[src/rtl/seq_divider_pkg.sv]
// Shared definitions for the sequential restoring divider: FSM encoding and counter sizing.
package seq_divider_pkg;

    localparam logic [1:0] ST_IDLE = 2'd0;
    localparam logic [1:0] ST_RUN  = 2'd1;
    localparam logic [1:0] ST_DONE = 2'd2;

    typedef enum logic [1:0] {
        StIdle = ST_IDLE,
        StRun  = ST_RUN,
        StDone = ST_DONE
    } state_e;

    // Counter must hold the iteration count 2*width itself.
    function automatic int unsigned cnt_width(input int unsigned width);
        return $clog2(2 * width + 1);
    endfunction

endpackage

[src/rtl/seq_divider_div_step.sv]
// One combinational restoring-division iteration: shift in the next dividend bit, trial-subtract.
module div_step #(
    parameter int unsigned WIDTH = 4
) (
    input  logic [WIDTH-1:0] r_i,
    input  logic             q_msb_i,
    input  logic [WIDTH-1:0] d_i,
    output logic [WIDTH-1:0] r_o,
    output logic             q_bit_o
);

    // T is the WIDTH+1-bit trial value; the kept remainder is always < D, so fits WIDTH bits.
    logic [WIDTH:0] t;

    always_comb begin
        t       = {r_i, q_msb_i};
        q_bit_o = (t >= {1'b0, d_i});
        r_o     = q_bit_o ? WIDTH'(t - {1'b0, d_i}) : t[WIDTH-1:0];
    end

endmodule

[src/rtl/seq_divider.sv]
// Multi-cycle unsigned restoring divider: 2*WIDTH-bit dividend by WIDTH-bit divisor.
module seq_divider
    import seq_divider_pkg::*;
#(
    parameter int unsigned WIDTH = 4
) (
    input  logic                 clk_i,
    input  logic                 rst_i,
    input  logic                 start_i,
    input  logic [2*WIDTH-1:0]   dividend_i,
    input  logic [WIDTH-1:0]     divisor_i,
    output logic                 busy_o,
    output logic                 done_o,
    output logic [2*WIDTH-1:0]   quotient_o,
    output logic [WIDTH-1:0]     remainder_o,
    output logic                 div_by_zero_o
);

    localparam int unsigned CntW = cnt_width(WIDTH);
    localparam logic [CntW-1:0] Iters = CntW'(2 * WIDTH);

    state_e               state_q, state_d;
    logic [CntW-1:0]      cnt_q, cnt_d;
    logic [2*WIDTH-1:0]   q_q, q_d;
    logic [WIDTH-1:0]     d_q, d_d;
    logic [WIDTH-1:0]     r_q, r_d;
    logic [2*WIDTH-1:0]   quot_q, quot_d;
    logic [WIDTH-1:0]     rem_q, rem_d;
    logic                 dbz_q, dbz_d;

    logic [WIDTH-1:0]     step_r;
    logic                 step_q_bit;

    div_step #(
        .WIDTH (WIDTH)
    ) u_div_step (
        .r_i     (r_q),
        .q_msb_i (q_q[2*WIDTH-1]),
        .d_i     (d_q),
        .r_o     (step_r),
        .q_bit_o (step_q_bit)
    );

    always_comb begin
        state_d = state_q;
        cnt_d   = cnt_q;
        q_d     = q_q;
        d_d     = d_q;
        r_d     = r_q;
        quot_d  = quot_q;
        rem_d   = rem_q;
        dbz_d   = dbz_q;
        unique case (state_q)
            StIdle: begin
                if (start_i) begin
                    q_d = dividend_i;
                    d_d = divisor_i;
                    r_d = '0;
                    if (divisor_i != '0) begin
                        cnt_d   = Iters;
                        state_d = StRun;
                    end else begin
                        quot_d  = '1;
                        rem_d   = dividend_i[WIDTH-1:0];
                        dbz_d   = 1'b1;
                        state_d = StDone;
                    end
                end
            end
            StRun: begin
                q_d   = {q_q[2*WIDTH-2:0], step_q_bit};
                r_d   = step_r;
                cnt_d = cnt_q - CntW'(1);
                if (cnt_q == CntW'(1)) begin
                    quot_d  = {q_q[2*WIDTH-2:0], step_q_bit};
                    rem_d   = step_r;
                    dbz_d   = 1'b0;
                    state_d = StDone;
                end
            end
            StDone: state_d = StIdle;
            default: state_d = StIdle;
        endcase
    end

    always_ff @(posedge clk_i) begin
        if (rst_i) begin
            state_q <= StIdle;
            cnt_q   <= '0;
            q_q     <= '0;
            d_q     <= '0;
            r_q     <= '0;
            quot_q  <= '0;
            rem_q   <= '0;
            dbz_q   <= 1'b0;
        end else begin
            state_q <= state_d;
            cnt_q   <= cnt_d;
            q_q     <= q_d;
            d_q     <= d_d;
            r_q     <= r_d;
            quot_q  <= quot_d;
            rem_q   <= rem_d;
            dbz_q   <= dbz_d;
        end
    end

    assign busy_o        = (state_q != StIdle);
    assign done_o        = (state_q == StDone);
    assign quotient_o    = quot_q;
    assign remainder_o   = rem_q;
    assign div_by_zero_o = dbz_q;

endmodule

[config.mk]
export PLATFORM = sky130hd
export DESIGN_NAME = seq_divider
export DESIGN_NICKNAME = d
export VERILOG_FILES = /design/src/rtl/seq_divider_pkg.sv /design/src/rtl/seq_divider_div_step.sv /design/src/rtl/seq_divider.sv
export SDC_FILE = /design/constraint.sdc
export NUM_CORES = 1
export LEC_CHECK = 0
export ABC_AREA = 1
export CAP_MARGIN = 20
export CORE_AREA = 3 3 63 65
export DETAILED_ROUTE_END_ITERATION = 10
export DIE_AREA = 0 0 66 68
export GPL_ROUTABILITY_DRIVEN = 1
export PLACE_DENSITY = 0.76
export SETUP_SLACK_MARGIN = 0.2
export SYNTH_ARGS = -nofsm -noshare
export SYNTH_HDL_FRONTEND = slang
export SYNTH_HIERARCHICAL = 1
export SYNTH_SLANG_ARGS = --single-unit
[constraint.sdc]
create_clock -name clk_i -period 2.4 [get_ports clk_i]
set_clock_uncertainty 0.2 [all_clocks]
set_input_delay 0.6 -clock clk_i [delete_from_list [all_inputs] [get_ports clk_i]]
set_output_delay 0.6 -clock clk_i [all_outputs]
set_load 0.02 [all_outputs]
Word level (Yosys, flattened, before mapping):

Index checks and enable logic that the tools add are counted.
W data, S select, Z words.

* register bits after elaboration: 35
* logic and storage cells: 51
* output and inout bits: 15
* bits of input ports: 15

* multiplexer cells: 24
* equal/unequal tests: 7
* magnitude comparators: 1
* $add $sub $neg: 2
* reduce and logical (&&, ||, !) cells: 9

Operators with widths (number)
* $mux W8: 4
* $pmux W8 S2: 2
* $mux W4: 7
* $pmux W4 S2: 3
* $ne A2 B2 Y1 const B: 4
* $mux W2: 3
* $reduce_and A2 Y1: 3
* $ge A5 B4 Y1: 1
* $eq A4 B1 Y1 const B: 1
* $pmux W2 S2: 1
* $reduce_and A4 Y1: 1
* $reduce_bool A2 Y1: 2
* $reduce_bool A4 Y1: 1
* $sub A4 B1 Y4 const B: 1
* $sub A4 B4 Y4: 1
* $mux W1: 3
* $reduce_and A3 Y1: 1
* $eq A2 B1 Y1 const B: 1
* $eq A2 B2 Y1 const B: 1
* $logic_not A2 Y1: 1
* $pmux W1 S2: 1

Longest topological paths before layout:

* depth in word-level cells: 4
* mapped depth: 13
* depth with buffers taken out: 13

Hierarchy:

Netlist, hierarchy kept.

Modules (own cells, without submodules)
* seq_divider: area each 1570.3 µm², cells an instance 216, instances 1, sequential area each 700.7 µm²
* div_step: area each 254.0 µm², cells an instance 39, instances 1, sequential area each 0.0 µm²

Worst setup path after synthesis:

Ideal clock, no wire load.

* path kind: reg-to-reg
* start: register q_q[7]
* end: register rem_q[2] (netlist: remainder_o[2])
* data required time: 2087 ps
* path slack: 681 ps
* buffers on the path: 0
* stages on the path, launching flop included: 11
* library setup time: 113 ps
* arrival: 1406 ps
* clock period less this slack: 1719 ps
* path through: dfxtp_1 > inv_1 > ha_1 > fa_1 > xnor2_1 > nand2_1 > nand2_1 > nand2_1 > nand2_1 > nor2_1 > nor2_1

* cells in the longest elaborated chain, start to end: 4
* elaborated cells between the ends (all ways): 5
* those cells by class: add/sub: 1; order compare: 1; mux: 3

RTL lines
* start: declaration: line seq_divider.sv:24 `logic [2*WIDTH-1:0] q_q, q_d;`
* start signal: assignment: line seq_divider.sv:99 `q_q <= q_d;`
* $sub A4 B4 Y4 or $ge A5 B4 Y1 (tied branches): line seq_divider_div_step.sv:18, seq_divider_div_step.sv:17
* $mux W4 *: line seq_divider_div_step.sv:18 `r_o = q_bit_o ? WIDTH'(t - {1'b0, d_i}) : t[WIDTH-1:0];`
* via step_r[2]: line seq_divider.sv:31 `logic [WIDTH-1:0] step_r;`
* $mux W4 *: line seq_divider.sv:74 `if (cnt_q == CntW'(1)) begin`
* $pmux W4 S2 *: line seq_divider.sv:53 `unique case (state_q)`
* end signal: assignment: line seq_divider.sv:103 `rem_q <= rem_d;`
* end: declaration: line seq_divider.sv:28 `logic [WIDTH-1:0] rem_q, rem_d;`

Mark *: on every way through the listed nets, which the timed path passes. The rest lies on a longest branch. The select of a mux whose other input is x is not followed.
A chain may end at the register's enable or synchronous reset.

Worst setup path after layout:

* start: register dbz_q (netlist: div_by_zero_o)
* end: output port div_by_zero_o

RTL lines
* start: declaration: line seq_divider.sv:29 `logic dbz_q, dbz_d;`
* start signal: assignment: line seq_divider.sv:104 `dbz_q <= dbz_d;`
* end: declaration: line seq_divider.sv:16 `output logic div_by_zero_o`

No word-level cell between the ends.

==> flow_summary.json <==
{
  "grt_first_pass_wirelength_um": 6290,
  "gr-usage-all-layers": 0.180,
  "slew_headroom": 0.574,
  "antenna_left": 0,
  "drc": 0,
  "peakVddDrop_v": 0.000473,
  "postCtsSetupBuffers": 0,
  "hold_viol": 0,
  "synthToLayoutAreaGrowth_pct": 21.2,
  "fin_crit_ns": 2.11,
  "yosys_warnings": 6,
  "hp-class": "reg2reg",
  "finalSetupTns_ns": 0,
  "fmax_mhz": 473,
  "fp.dieW_um": 66,
  "cts_hold_buf": 0,
  "crit_chain": "clkdlybuf4s50_1",
  "syn_area_um2": 1820,
  "nets": 306,
  "final_cell_mix": "nand2_1 (61), inv_1 (37), dfxtp_1 (34), clkdlybuf4s50_1 (27)",
  "placedInstanceArea_um2": 2120,
  "worstPathRequired_ns": 1.60,
  "io_pins": 30,
  "drv_slew": 0,
  "start_util": 0.538,
  "dr.pass1.iters": 4,
  "layout_commonest_cell": "nand2_1",
  "worst-path-buf-inv": 1,
  "p_leak_nw": 1.00,
  "yosysSeqAreaShare": 0.384,
  "final_area_um2": 2210,
  "setup_violations": 0,
  "crit_start": "div_by_zero_o",
  "critPathLaunchType": "flop",
  "hpwl_um": 2690,
  "viasPerCell": 4.86,
  "cts_buffer_depth": 2,
  "drive_gt1_frac": 0.109,
  "grt_max_degree": 24,
  "hold_start": "quotient_o[0]",
  "die_h_um": 68,
  "grt_pass1_vias": 1502,
  "maxCapViolations": 0,
  "rr_startpoint": "q_q[7]",
  "synth-seq-cells": 35,
  "cts_max_level": 2,
  "rsz0062_at_grt": "false",
  "rows": 21,
  "avgSynthCellArea_um2": 7.15,
  "wl_um": 3640,
  "first_iter_violations": 109,
  "vias": 1608,
  "cts_tree": "built",
  "antenna_found_initial": 0,
  "cts.clk_slew.worst_paths_ns": 0.11,
  "crit_path_top_delay_cell": "clkdlybuf4s50_1",
  "fp.coreArea_um2": 3390,
  "place_congestion": 0.778,
  "diodes": 0,
  "numCtsBuffers": 5,
  "slowest_delay_ns": 0.62,
  "cts-root-buf": "clkbuf_4",
  "cp-end-kind": "output pin",
  "max_slew.worst_pin.slew_ns": 0.638,
  "grt-ovfl-total": 0,
  "syn_inst": 255,
  "crit_path_max_fanout": 2,
  "period_share": 0.881,
  "p_per_area_nw_per_um2": 820,
  "die_area_um2": 4490,
  "path_class": "reg2out",
  "clock_sinks": 35,
  "syn-num-nets": 277,
  "critPathTopFamily": "buffers and inverters",
  "clk_latency_ns": 0.34,
  "ys_types": 30,
  "crit_arrival_ns": 1.31,
  "status": "finished, final reports clean",
  "wire_per_inst_um": 11.0,
  "port_buffers": 29
}
-- report_power, final --
part,internal (mW),switching (mW),leakage [nW],total (mW)
registers,0.666,0.0496,0.288,0.716
logic,0.257,0.394,0.664,0.651
clock network,0.246,0.200,0.0482,0.446
-- Yosys cell counts (all sizes together) --
library cell   n  area (um2)
ha             6        75.1
a21oi         27         143
nand3b         1        7.51
inv           41         156
nand3          8        52.6
buf            5        46.3
nor2          29         129
clkbuf         3        11.3
nand4          8        50.1
o21a           1        15.0
or2            3        21.3
fa             1        20.0
o211ai         4        30.0
nand2         68         288
o21ai         14        70.1
dfxtp         35         701
xnor2          1        8.76
-- final timing paths --
path,to,slack [ns],cells past startpoint
worst min-delay path,quotient_o[0],0.25,2
worst max-delay path,div_by_zero_o,0.29,1
worst min register to register,quotient_o[0],0.25,2
worst max register to register,remainder_o[2],0.50,10
-- area by class of cell --
class | count | area, um2
fill | 316 | 1180
inverter | 41 | 156
clock buffer | 6 | 51.3
tap | 46 | 57.6
timing repair buffer | 30 | 299
multi-input combinational | 171 | 910
sequential | 35 | 702
clock inverter | 2 | 35.0
-- logic make-up after synthesis --
family / after synthesis / synth area share
compound gates: 46 / 0.141
xor+xnor: 1 / 0.00480
fa+ha+maj: 7 / 0.0521
buf+inv: 49 / 0.117
flops: 35 / 0.384
simple gates: 117 / 0.300
-- repair_timing --
item,CTS,global route
hold endpoints to repair,0,0
setup endpoints to repair,2,1
gates resized for setup,2,1
-- registers in the layout, summed over array words and instances (netlist names) --
| name | flops |
|---|---|
| div_by_zero_o | 1 |
| quotient_o | 8 |
| cnt_q | 4 |
| r_q | 4 |
| remainder_o | 4 |
| q_q | 8 |
| state_q | 2 |
| d_q | 4 |
-- layer usage --
layer,track usage,part of all wire,up-vias
met1,0.222,0.48,707
met5,0,0,-
met3,0.0460,0.051,4
met2,0.313,0.46,36
met4,0.0482,0.0083,0
li1,-,-,861
-- stage by stage --
step / hold WS (ns) / setup WS, ns / util / instances / total power [mW]
after floorplan: 0.238 / 0.681 / - / 255 / 1.21
after global placement: 0.229 / 0.299 / 0.626 / 323 / 1.37
after detailed placement: 0.232 / 0.286 / 0.626 / 323 / 1.38
after CTS: 0.248 / 0.105 / 0.652 / 331 / 1.82
after global routing: 0.277 / 0.256 / 0.652 / 331 / 1.93
final: 0.247 / 0.285 / 0.652 / 331 / 1.81
Note: power is estimated with default switching activity, not from simulation.
